===== src/rtl/mux_pkg.sv =====
// Shared constants and helpers for the N-channel arbitrated output register.
package mux_pkg;

    localparam int unsigned MODE_RR   = 0;
    localparam int unsigned MODE_PRIO = 1;

    // Upper bound on channel count accepted by onehot_to_idx.
    localparam int unsigned MAX_CH = 256;

    function automatic int unsigned clog2(input int unsigned value);
        int unsigned v;
        int unsigned r;
        v = (value > 0) ? value - 1 : 0;
        r = 0;
        for (int unsigned b = 0; b < 32; b++) begin
            if ((v >> b) != 0) begin
                r = b + 1;
            end
        end
        return r;
    endfunction

    function automatic int unsigned sel_width(input int unsigned nch);
        return (clog2(nch) > 1) ? clog2(nch) : 1;
    endfunction

    function automatic int unsigned onehot_to_idx(input logic [MAX_CH-1:0] onehot);
        int unsigned idx;
        idx = 0;
        for (int unsigned i = 0; i < MAX_CH; i++) begin
            if (onehot[i]) begin
                idx = idx | i;
            end
        end
        return idx;
    endfunction

endpackage


===== src/rtl/rr_arbiter.sv =====
// One-hot arbiter over NCH requests; round-robin from an owned pointer or fixed priority.
module rr_arbiter import mux_pkg::*; #(
    parameter int unsigned NCH  = 2,
    parameter int unsigned MODE = MODE_RR
) (
    input  logic                          clk,
    input  logic                          rst,
    input  logic [NCH-1:0]                req,
    input  logic                          advance,
    output logic [NCH-1:0]                grant,
    output logic [sel_width(NCH)-1:0]     grant_idx
);

    localparam int unsigned SEL_W = sel_width(NCH);

    logic [SEL_W-1:0] w_ptr;
    logic [NCH-1:0]   w_mask;
    logic [NCH-1:0]   w_hi_req;
    logic [NCH-1:0]   w_grant;
    logic             w_found;

    generate
        if (NCH > 1 && MODE == MODE_RR) begin : g_rr
            logic [SEL_W-1:0] r_ptr;
            logic [SEL_W-1:0] w_ptr_next;

            always_comb begin
                w_ptr_next = (grant_idx == SEL_W'(NCH - 1)) ? '0 : grant_idx + 1'b1;
            end

            always_ff @(posedge clk or posedge rst) begin
                if (rst) begin
                    r_ptr <= '0;
                end else if (advance) begin
                    r_ptr <= w_ptr_next;
                end
            end

            assign w_ptr = r_ptr;
        end else begin : g_no_ptr
            logic w_unused;
            assign w_unused = ^{clk, rst, advance};
            assign w_ptr    = '0;
        end
    endgenerate

    // Search channels at or above the pointer first, then wrap to the lowest
    // request; with the pointer pinned at 0 this degenerates to fixed priority.
    always_comb begin
        w_mask   = '0;
        w_grant  = '0;
        w_found  = 1'b0;
        for (int unsigned i = 0; i < NCH; i++) begin
            w_mask[i] = (i >= 32'(w_ptr));
        end
        w_hi_req = req & w_mask;
        for (int unsigned i = 0; i < NCH; i++) begin
            if (!w_found && w_hi_req[i]) begin
                w_grant[i] = 1'b1;
                w_found    = 1'b1;
            end
        end
        for (int unsigned i = 0; i < NCH; i++) begin
            if (!w_found && req[i]) begin
                w_grant[i] = 1'b1;
                w_found    = 1'b1;
            end
        end
    end

    assign grant     = w_grant;
    assign grant_idx = SEL_W'(onehot_to_idx(MAX_CH'(w_grant)));

endmodule


===== src/rtl/arb_mux_reg.sv =====
// N-channel registered selector: arbitrates valid/ready producers onto one output register.
module arb_mux_reg import mux_pkg::*; #(
    parameter int unsigned WIDTH = 32,
    parameter int unsigned NCH   = 2,
    parameter int unsigned MODE  = MODE_RR
) (
    input  logic                          clk,
    input  logic                          rst,
    input  logic [NCH-1:0]                in_valid,
    input  logic [NCH*WIDTH-1:0]          in_data,
    output logic [NCH-1:0]                in_ready,
    output logic                          out_valid,
    output logic [WIDTH-1:0]              out_data,
    output logic [sel_width(NCH)-1:0]     out_sel,
    input  logic                          out_ready
);

    localparam int unsigned SEL_W = sel_width(NCH);

    logic             r_out_valid;
    logic [WIDTH-1:0] r_out_data;
    logic [SEL_W-1:0] r_out_sel;

    logic             w_load_en;
    logic             w_any_valid;
    logic             w_advance;
    logic [NCH-1:0]   w_grant;
    logic [SEL_W-1:0] w_grant_idx;
    logic [WIDTH-1:0] w_sel_data;

    assign w_load_en   = ~r_out_valid | out_ready;
    assign w_any_valid = |in_valid;
    assign w_advance   = w_load_en & w_any_valid;

    rr_arbiter #(
        .NCH  (NCH),
        .MODE (MODE)
    ) u_arb (
        .clk       (clk),
        .rst       (rst),
        .req       (in_valid),
        .advance   (w_advance),
        .grant     (w_grant),
        .grant_idx (w_grant_idx)
    );

    // The output register reads empty during reset, so load_en alone would
    // advertise a handshake; rst masks it.
    assign in_ready = w_grant & {NCH{w_load_en & ~rst}};

    always_comb begin
        w_sel_data = '0;
        for (int unsigned i = 0; i < NCH; i++) begin
            w_sel_data = w_sel_data | (in_data[i*WIDTH +: WIDTH] & {WIDTH{w_grant[i]}});
        end
    end

    always_ff @(posedge clk or posedge rst) begin
        if (rst) begin
            r_out_valid <= 1'b0;
            r_out_data  <= '0;
            r_out_sel   <= '0;
        end else if (w_load_en) begin
            if (w_any_valid) begin
                r_out_valid <= 1'b1;
                r_out_data  <= w_sel_data;
                r_out_sel   <= w_grant_idx;
            end else begin
                r_out_valid <= 1'b0;
            end
        end
    end

    assign out_valid = r_out_valid;
    assign out_data  = r_out_data;
    assign out_sel   = r_out_sel;

endmodule

===== config.mk =====
export PLATFORM = sky130hd
export DESIGN_NAME = arb_mux_reg
export DESIGN_NICKNAME = d
export VERILOG_FILES = /design/src/rtl/mux_pkg.sv /design/src/rtl/rr_arbiter.sv /design/src/rtl/arb_mux_reg.sv
export SDC_FILE = /design/constraint.sdc
export NUM_CORES = 1
export LEC_CHECK = 0
export ABC_AREA = 1
export CORE_MARGIN = 2
export CORE_UTILIZATION = 26
export CTS_BUF_LIST = sky130_fd_sc_hd__clkbuf_4
export CTS_CLUSTER_DIAMETER = 80
export CTS_CLUSTER_SIZE = 24
export DETAILED_ROUTE_END_ITERATION = 8
export GPL_TIMING_DRIVEN = 0
export HOLD_SLACK_MARGIN = 0.08
export SLEW_MARGIN = 20
export SYNTH_ARGS = -nofsm -noshare
export SYNTH_HDL_FRONTEND = slang
export SYNTH_SLANG_ARGS = --single-unit

===== constraint.sdc =====
create_clock -name clk -period 2.38 [get_ports clk]
set_clock_uncertainty 0.2 [all_clocks]
set_input_delay 0.476 -clock clk [delete_from_list [all_inputs] [get_ports clk]]
set_output_delay 0.476 -clock clk [all_outputs]
set_load 0.02 [all_outputs]

Word-level counts from Yosys, hierarchy flattened
Cells that the tools add are included.

storage, ports and cells
  ROM bits = 0
  bits in registers = 35
  bits in latches = 0
  logic and storage cells = 33
  output and inout bits = 36
  memories = 0
  bits in writable memories = 0
  input bits = 69

operators by class
  divide/modulo/power cells = 0
  muxes and demuxes = 9
  eq/ne operators = 0
  bitwise logic cells = 10
  shift-type cells = 0
  reduce and logical (&&, ||, !) cells = 8
  multipliers = 0
  magnitude comparators = 1
  add/sub/neg operators = 1

operator list
  operator                                                 number
  32-bit bitwise AND                                       2
  32-bit OR                                                1
  1-bit two-way mux                                        9
  2-bit bitwise AND                                        2
  1-bit logical AND                                        3
  1-bit zero test                                          3
  1-bit bitwise AND                                        2
  1-bit NOT                                                2
  2-bit AND reduction                                      1
  2-bit OR reduction                                       1
  1-bit adder, second input constant                       1
  1-bit greater-or-equal comparator, first input constant  1
  1-bit OR                                                 1

Logic depth before layout (Yosys ltp)
Gate-level depths: netlist of the first run.

  word-level depth = 15
  gate-level depth with buffers = 7
  mapped depth without buffers = 6

By module
Synthesis of the first run repeated with hierarchy kept, for this count alone.

second synthesis, totals
  cell total of the unflattened synthesis = 271
  area total of the unflattened synthesis = 1895.6 sq um

modules (own cells, without submodules)
  module       area an instance (sq um)  seq. area each (sq um)  cells an instance  times used
  arb_mux_reg  1823.0                    850.8                   260                1
  rr_arbiter   72.6                      25.0                    11                 1

Worst setup path before layout of the first run
No wires, ideal clock.

  path type = in2out
  start = input port in_valid[1]
  end = output port in_ready[0]
  path buffers = 2
  stages on the path = 5
  required time = 1.704 ns
  setup slack = 0.302 ns
  arrival = 1.402 ns
  cells stage by stage = buf_4 > nand2_4 > buf_4 > nand2_1 > nor3_1

on the way
  word-level cells in the longest chain between the ends = 7

ends and longest elaborated chain
  item               line               RTL
  from (decl)        arb_mux_reg.sv:9   input logic [NCH-1:0] in_valid,
  2-bit bitwise AND  rr_arbiter.sv:56   w_hi_req = req & w_mask;
  1-bit logical AND  rr_arbiter.sv:58   if (!w_found && w_hi_req[i]) begin
  1-bit two-way mux  rr_arbiter.sv:58
  1-bit zero test    rr_arbiter.sv:64   if (!w_found && req[i]) begin
  1-bit logical AND  rr_arbiter.sv:64
  1-bit two-way mux  rr_arbiter.sv:64
  2-bit bitwise AND  arb_mux_reg.sv:49  assign in_ready = w_grant & {NCH{w_load_en & ~rst}};
  to (decl)          arb_mux_reg.sv:11  output logic [NCH-1:0] in_ready,

No other way between the ends.

Final worst setup path of the first run
  start = input port out_ready
  end = output port in_ready[1]

on the way
  word-level cells in the longest chain between the ends = 3

ends and longest elaborated chain
  item               line               RTL
  from (decl)        arb_mux_reg.sv:15  input logic out_ready
  1-bit OR           arb_mux_reg.sv:31  assign w_load_en = ~r_out_valid | out_ready;
  1-bit bitwise AND  arb_mux_reg.sv:49
  2-bit bitwise AND  arb_mux_reg.sv:49

No other way between the ends.

==> results of run 1 <==
## synthesized netlist by cell type
cell       n
a21oi_1    1
buf_2      5
buf_4      5
buf_6     10
dfrtp_1   35
inv_1      4
nand2_1  132
nand2_2    2
nand2_4    1
nand3_1   64
nor2_1     1
nor2_2     1
nor2_4     1
nor3_1     2
o21ai_0    1
o21ai_4    1
## worst reg2reg max path, delay by kind of cell, from the launching register on
family                 cells  cell delay [ns]
DFF                        1             0.41
and+or+nand+nor            4             0.41
buffers and inverters      2             0.28
## metrics by stage
step / hold slack [ns] / setup TNS [ns]
after floorplan: 0.370 / 0
after global placement: 0.262 / -0.576
after detailed placement: 0.264 / -0.601
after CTS: 0.216 / 0
after global routing: 0.218 / 0
final: 0.232 / 0
## flip-flops by register name, indices dropped and copies added (netlist names)
name,count
out_valid,1
u_arb.g_rr.r_ptr,1
out_data,32
out_sel,1
## logic make-up (layout without fill, tap and decap cells)
group | count (synthesis) | count (layout)
buffers and inverters | 24 | 134
AOI/OAI and AO/OA | 3 | 3
and+or+nand+nor | 204 | 204
DFF | 35 | 35
## layer usage
metal,share of wire,GRT usage
met1,0.46,0.193
met2,0.47,0.257
met3,0.068,0.0476
met4,0.0053,0.0303
met5,0,0
## area by class of cell
class | instances | share of cell area
clock inverters | 1 | 0.00159
plain buffers | 20 | 0.0555
clock buffers | 7 | 0.0167
inverters | 4 | 0.00476
multi-input cells | 207 | 0.284
well taps | 99 | 0.0393
flip-flops and latches | 35 | 0.278
repair buffers | 102 | 0.320
## path summary, 6_finish.rpt
check,depth (start not counted),to,from
setup reg to reg,6,out_data[31],out_valid
min in group asynchronous,2,out_data[9],rst
hold / removal,3,out_valid,in_valid[0]
hold reg to reg,2,out_data[0],out_data[0]
setup / recovery,6,in_ready[1],out_ready
max in group asynchronous,2,out_data[0],rst
## report_power, final
group	internal, mW	leakage (nW)	switching [mW]
logic	0.348	1.09	0.348
clock network	0.138	0.0361	0.193
registers	0.681	0.441	0.0494
total	1.17	1.57	0.591
==> flow_summary.toml, run 1 <==
[routing]
num_vias = 2121
wl_per_cell_um = 12.8
wl_um = 6090
drc = 0
drtIter0Drc = 62
via_per_inst = 4.47
final_antenna_net_count = 0
drt-pass1-iter-count = 4

[sta]
hold_violations = 0
fmax_ghz = 0.448
slew_headroom = 0.496
finalCritPeriodShare = 0.938
max_slew.worst_pin.slew_ns = 0.755
slew_violations = 0
grt_setup_unrepaired = "false"
setup_ws_ns = 0.148
min_period_ns = 2.23
setup_viol = 0

[pwr]
total_power_mw = 1.76
irDropWorstVdd_v = 0.000178
leakagePower_nw = 1.57
p_per_area_mw_per_mm2 = 557

[synthesis]
avgSynthCellArea_um2 = 7.38
synthSimpleGateAreaFrac = 0.444
ys_types = 16
synth_mux_area_frac = 0
synth_compound_area_frac = 0.0134
syn_area_mm2 = 0.00196
synth_fa_ha_area_frac = 0
synthDominantCellAreaShare = 0.446
synth_warnings = 0
synth_seq_cells = 35
synth-xor-area-share = 0
syn_nets = 335
synth_top_area_cell = "dfrtp_1"
ys_seq_area_frac = 0.446
synth_area_leaders = "dfrtp_1, nand2_1, nand3_1"
synthesis.instances = 266
synth_top_family_by_area = "simple AND/OR/NAND/NOR gates"

[clock_tree]
numCtsBuffers = 5
postCtsSetupBuffers = 0
path_clk_slew_ns = 0.11
h-tree-depth = 2
cts_resized = 5
clock_path_buffers = 2
hold_buffers = 0
clock_latency_ns = 0.33
tritoncts = "done"
ctsRootBufferMaster = "clkbuf_4"
cts_sinks = 35

[placement]
io_buffer_count = 102
hpwl_um = 4410
place_area_mm2 = 0.00311
place_inst = 467
pre_cts_ws_ns = -0.330
gp_congestion = 0.693

[flow_run]
drv_cap = 0

[worst_setup_path]
crit_type = "in2out"
cpMostUsedCell = "inv_1"
crit_chain = "clkdlybuf4s50_1, inv_1, nand2_2, inv_1, nor3_1, buf_2"
endpoint_kind = "output pin"
reg2reg_slack_ns = 1.02
path_buf_inv = 4
crit_path_start_kind = "primary input"
max_stage_delay_ns = 0.45
critPathTopFamily = "buffers and inverters"
cp.arrival_ns = 1.56
required_ns = 1.70
crit_fanout = 4
cp_slowest_cell = "clkdlybuf4s50_1"

[grt]
grt_util_all_layers = 0.153
grt_pass1_wl_um = 10200
grt_pass1_vias = 2126
grt_max_degree = 36
grt.overflow.total = 0
antenna_found_initial = 0

[final_layout]
nFillCells = 779
final_cell_area_mm2 = 0.00316
multi_input_area_um2 = 897
fin_cells = 475
finalCoreUtilization = 0.433
nets = 444
synthToLayoutAreaGrowth_pct = 60.7
layout_common_cells = "nand2_1, clkdlybuf4s50_1, nand3_1"
drive_gt1_frac = 0.0984
layout_commonest_cell = "nand2_1"
seqCellArea_um2 = 876
diodes = 0

[floorplan]
die_w_um = 90.9
io_pins = 105
rows = 31
start_util = 0.269
die_h_um = 90.9
core_area_mm2 = 0.00729
die-area_mm2 = 0.00826

[min_path]
hold_path.class = "in2reg"

[outcome]
status = "completed"
(Power assumes the default switching activity.)
==> run 2: changes to the inputs <==
Settings changed: ABC_AREA 1 to unset.
==> run 2 against run 1 <==
Non-clock buffer count rose by 6. Worst setup slack got worse by 0.033 ns. Area after synthesis fell by 8.1%. Utilization rose by 2.1 points. Final cell count fell by 24%. Power rose by 6.4%. Critical path type unchanged. Largest cell class unchanged.
==> flow_summary.toml, run 2 <==
[outcome]
status = "completed"

[clock_tree]
h-tree-depth = 2
path_clk_slew_ns = 0.11
hold_buffers = 0
cts_sinks = 35
ctsRootBufferMaster = "clkbuf_4"
tritoncts = "done"
numCtsBuffers = 5
clock_latency_ns = 0.33
clock_path_buffers = 2

[floorplan]
core_area_mm2 = 0.00676
io_pins = 105
die_w_um = 87.3
die-area_mm2 = 0.00762
die_h_um = 87.3
rows = 30
start_util = 0.267

[sta]
fmax_ghz = 0.442
finalCritPeriodShare = 0.952
min_period_ns = 2.26
max_slew.worst_pin.slew_ns = 0.534
hold_violations = 0
fin_setup_tns_ns = 0
grt_setup_unrepaired = "false"
slew_violations = 0
slew_headroom = 0.644
setup_ws_ns = 0.115
setup_viol = 0

[routing]
drt-pass1-iter-count = 4
final_antenna_net_count = 0
via_per_inst = 5.02
drtIter0Drc = 29
drt-met1-wl_um = 2570
wl_per_cell_um = 16.6
wl_um = 6000
drc = 0
met3_length_um = 353
top_layer_used = "met4"
wl_met2_um = 3010
num_vias = 1813

[grt]
antenna_found_initial = 0
grt_pass1_wl_um = 9470
grt_util_all_layers = 0.161
grt_pass1_vias = 1900
grt_max_degree = 23
grt.overflow.total = 0

[pwr]
total_power_mw = 1.87
p_per_area_mw_per_mm2 = 610
leakagePower_nw = 1.15
irDropWorstVdd_v = 0.000246

[placement]
place_inst = 352
hpwl_um = 4260
gp_congestion = 0.744
pre_cts_ws_ns = -0.851
io_buffer_count = 103

[final_layout]
seqCellArea_um2 = 876
fin_cells = 361
layout_common_cells = "clkdlybuf4s50_1, a21oi_1, dfrtp_1"
nets = 349
multi_input_area_um2 = 810
finalCoreUtilization = 0.454
diodes = 0
nFillCells = 706
largest_reg_flops = 32
synthToLayoutAreaGrowth_pct = 70.0
layout_commonest_cell = "clkdlybuf4s50_1"
drive_gt1_frac = 0.199

[worst_setup_path]
cp.arrival_ns = 1.59
crit_type = "in2out"
required_ns = 1.70
crit_fanout = 10
endpoint_kind = "output pin"
crit_path_start_kind = "primary input"

[synthesis]
avgSynthCellArea_um2 = 10.7
async_flop_share = 1.00
syn_area_mm2 = 0.00180
synthesis.instances = 168
synth_seq_cells = 35
syn_nets = 237
synth-edff-count = 0
ys_seq_area_frac = 0.485
synth_warnings = 0
synthDominantCellAreaShare = 0.485
ys_types = 17
synth_top_area_cell = "dfrtp_1"
synth_ff_type = "dfrtp_1"
synth_area_leaders = "dfrtp_1, a32oi_1, a21oi_2"
ys_top_cells_by_count = "a21oi_1, dfrtp_1, a32oi_1"

[min_path]
hold_path.class = "in2async"

[flow_run]
drv_cap = 0
==> run 2: logic make-up after synthesis <==
family                 after synthesis  share of synthesized area
AOI/OAI and AO/OA                  100                      0.411
buffers and inverters               25                     0.0742
DFF                                 35                      0.485
and+or+nand+nor                      8                     0.0298
==> run 2: per-stage QoR <==
step | cell area, µm² | hold slack (ns)
floorplan | 1800 | 0.283
global placement | 2940 | 0.294
detailed placement | 2960 | 0.303
CTS | 3060 | 0.200
global route | 3070 | 0.206
finish | 3070 | 0.207
==> run 2: layout make-up <==
type / count / share of cell area
timing repair buffer: 106 / 0.347
sequential: 35 / 0.285
multi-input combinational: 108 / 0.264
buffer: 22 / 0.0485
tap: 80 / 0.0326
clock buffer: 7 / 0.0171
inverter: 2 / 0.00326
clock inverter: 1 / 0.00163
==> run 2: per-layer routing <==
metal	global-route usage	up-vias
li1	-	881
met5	0	-
met4	0.0448	0
met1	0.197	866
met3	0.0436	8
met2	0.276	58
==> run 2: path summary, 6_finish.rpt <==
kind	start	end	slack, ns	depth (start not counted)
hold / removal	rst	out_data[5]	0.21	2
setup / recovery	out_ready	in_ready[1]	0.12	5
hold reg to reg	out_data[26]	out_data[26]	0.32	2
min in group clk	in_valid[0]	u_arb.g_rr.r_ptr	0.31	3
setup reg to reg	u_arb.g_rr.r_ptr	out_data[23]	0.50	6
max in group asynchronous	rst	out_data[17]	1.40	3
==> run 2: report_power, final <==
part / switching (mW) / internal (mW)
logic: 0.388 / 0.395
clock network: 0.203 / 0.138
registers: 0.0550 / 0.691
==> run 2: what timing repair did <==
item	4_1_cts	5_1_grt
buffers inserted	1	1
gates resized for setup	18	2
endpoints found under the setup margin	2	2
==> run 2: critical path: stages <==
cell	delay, ns
clkdlybuf4s50_1	0.46
nand2b_4	0.14
clkbuf_8	0.16
and4_1	0.19
buf_2	0.16
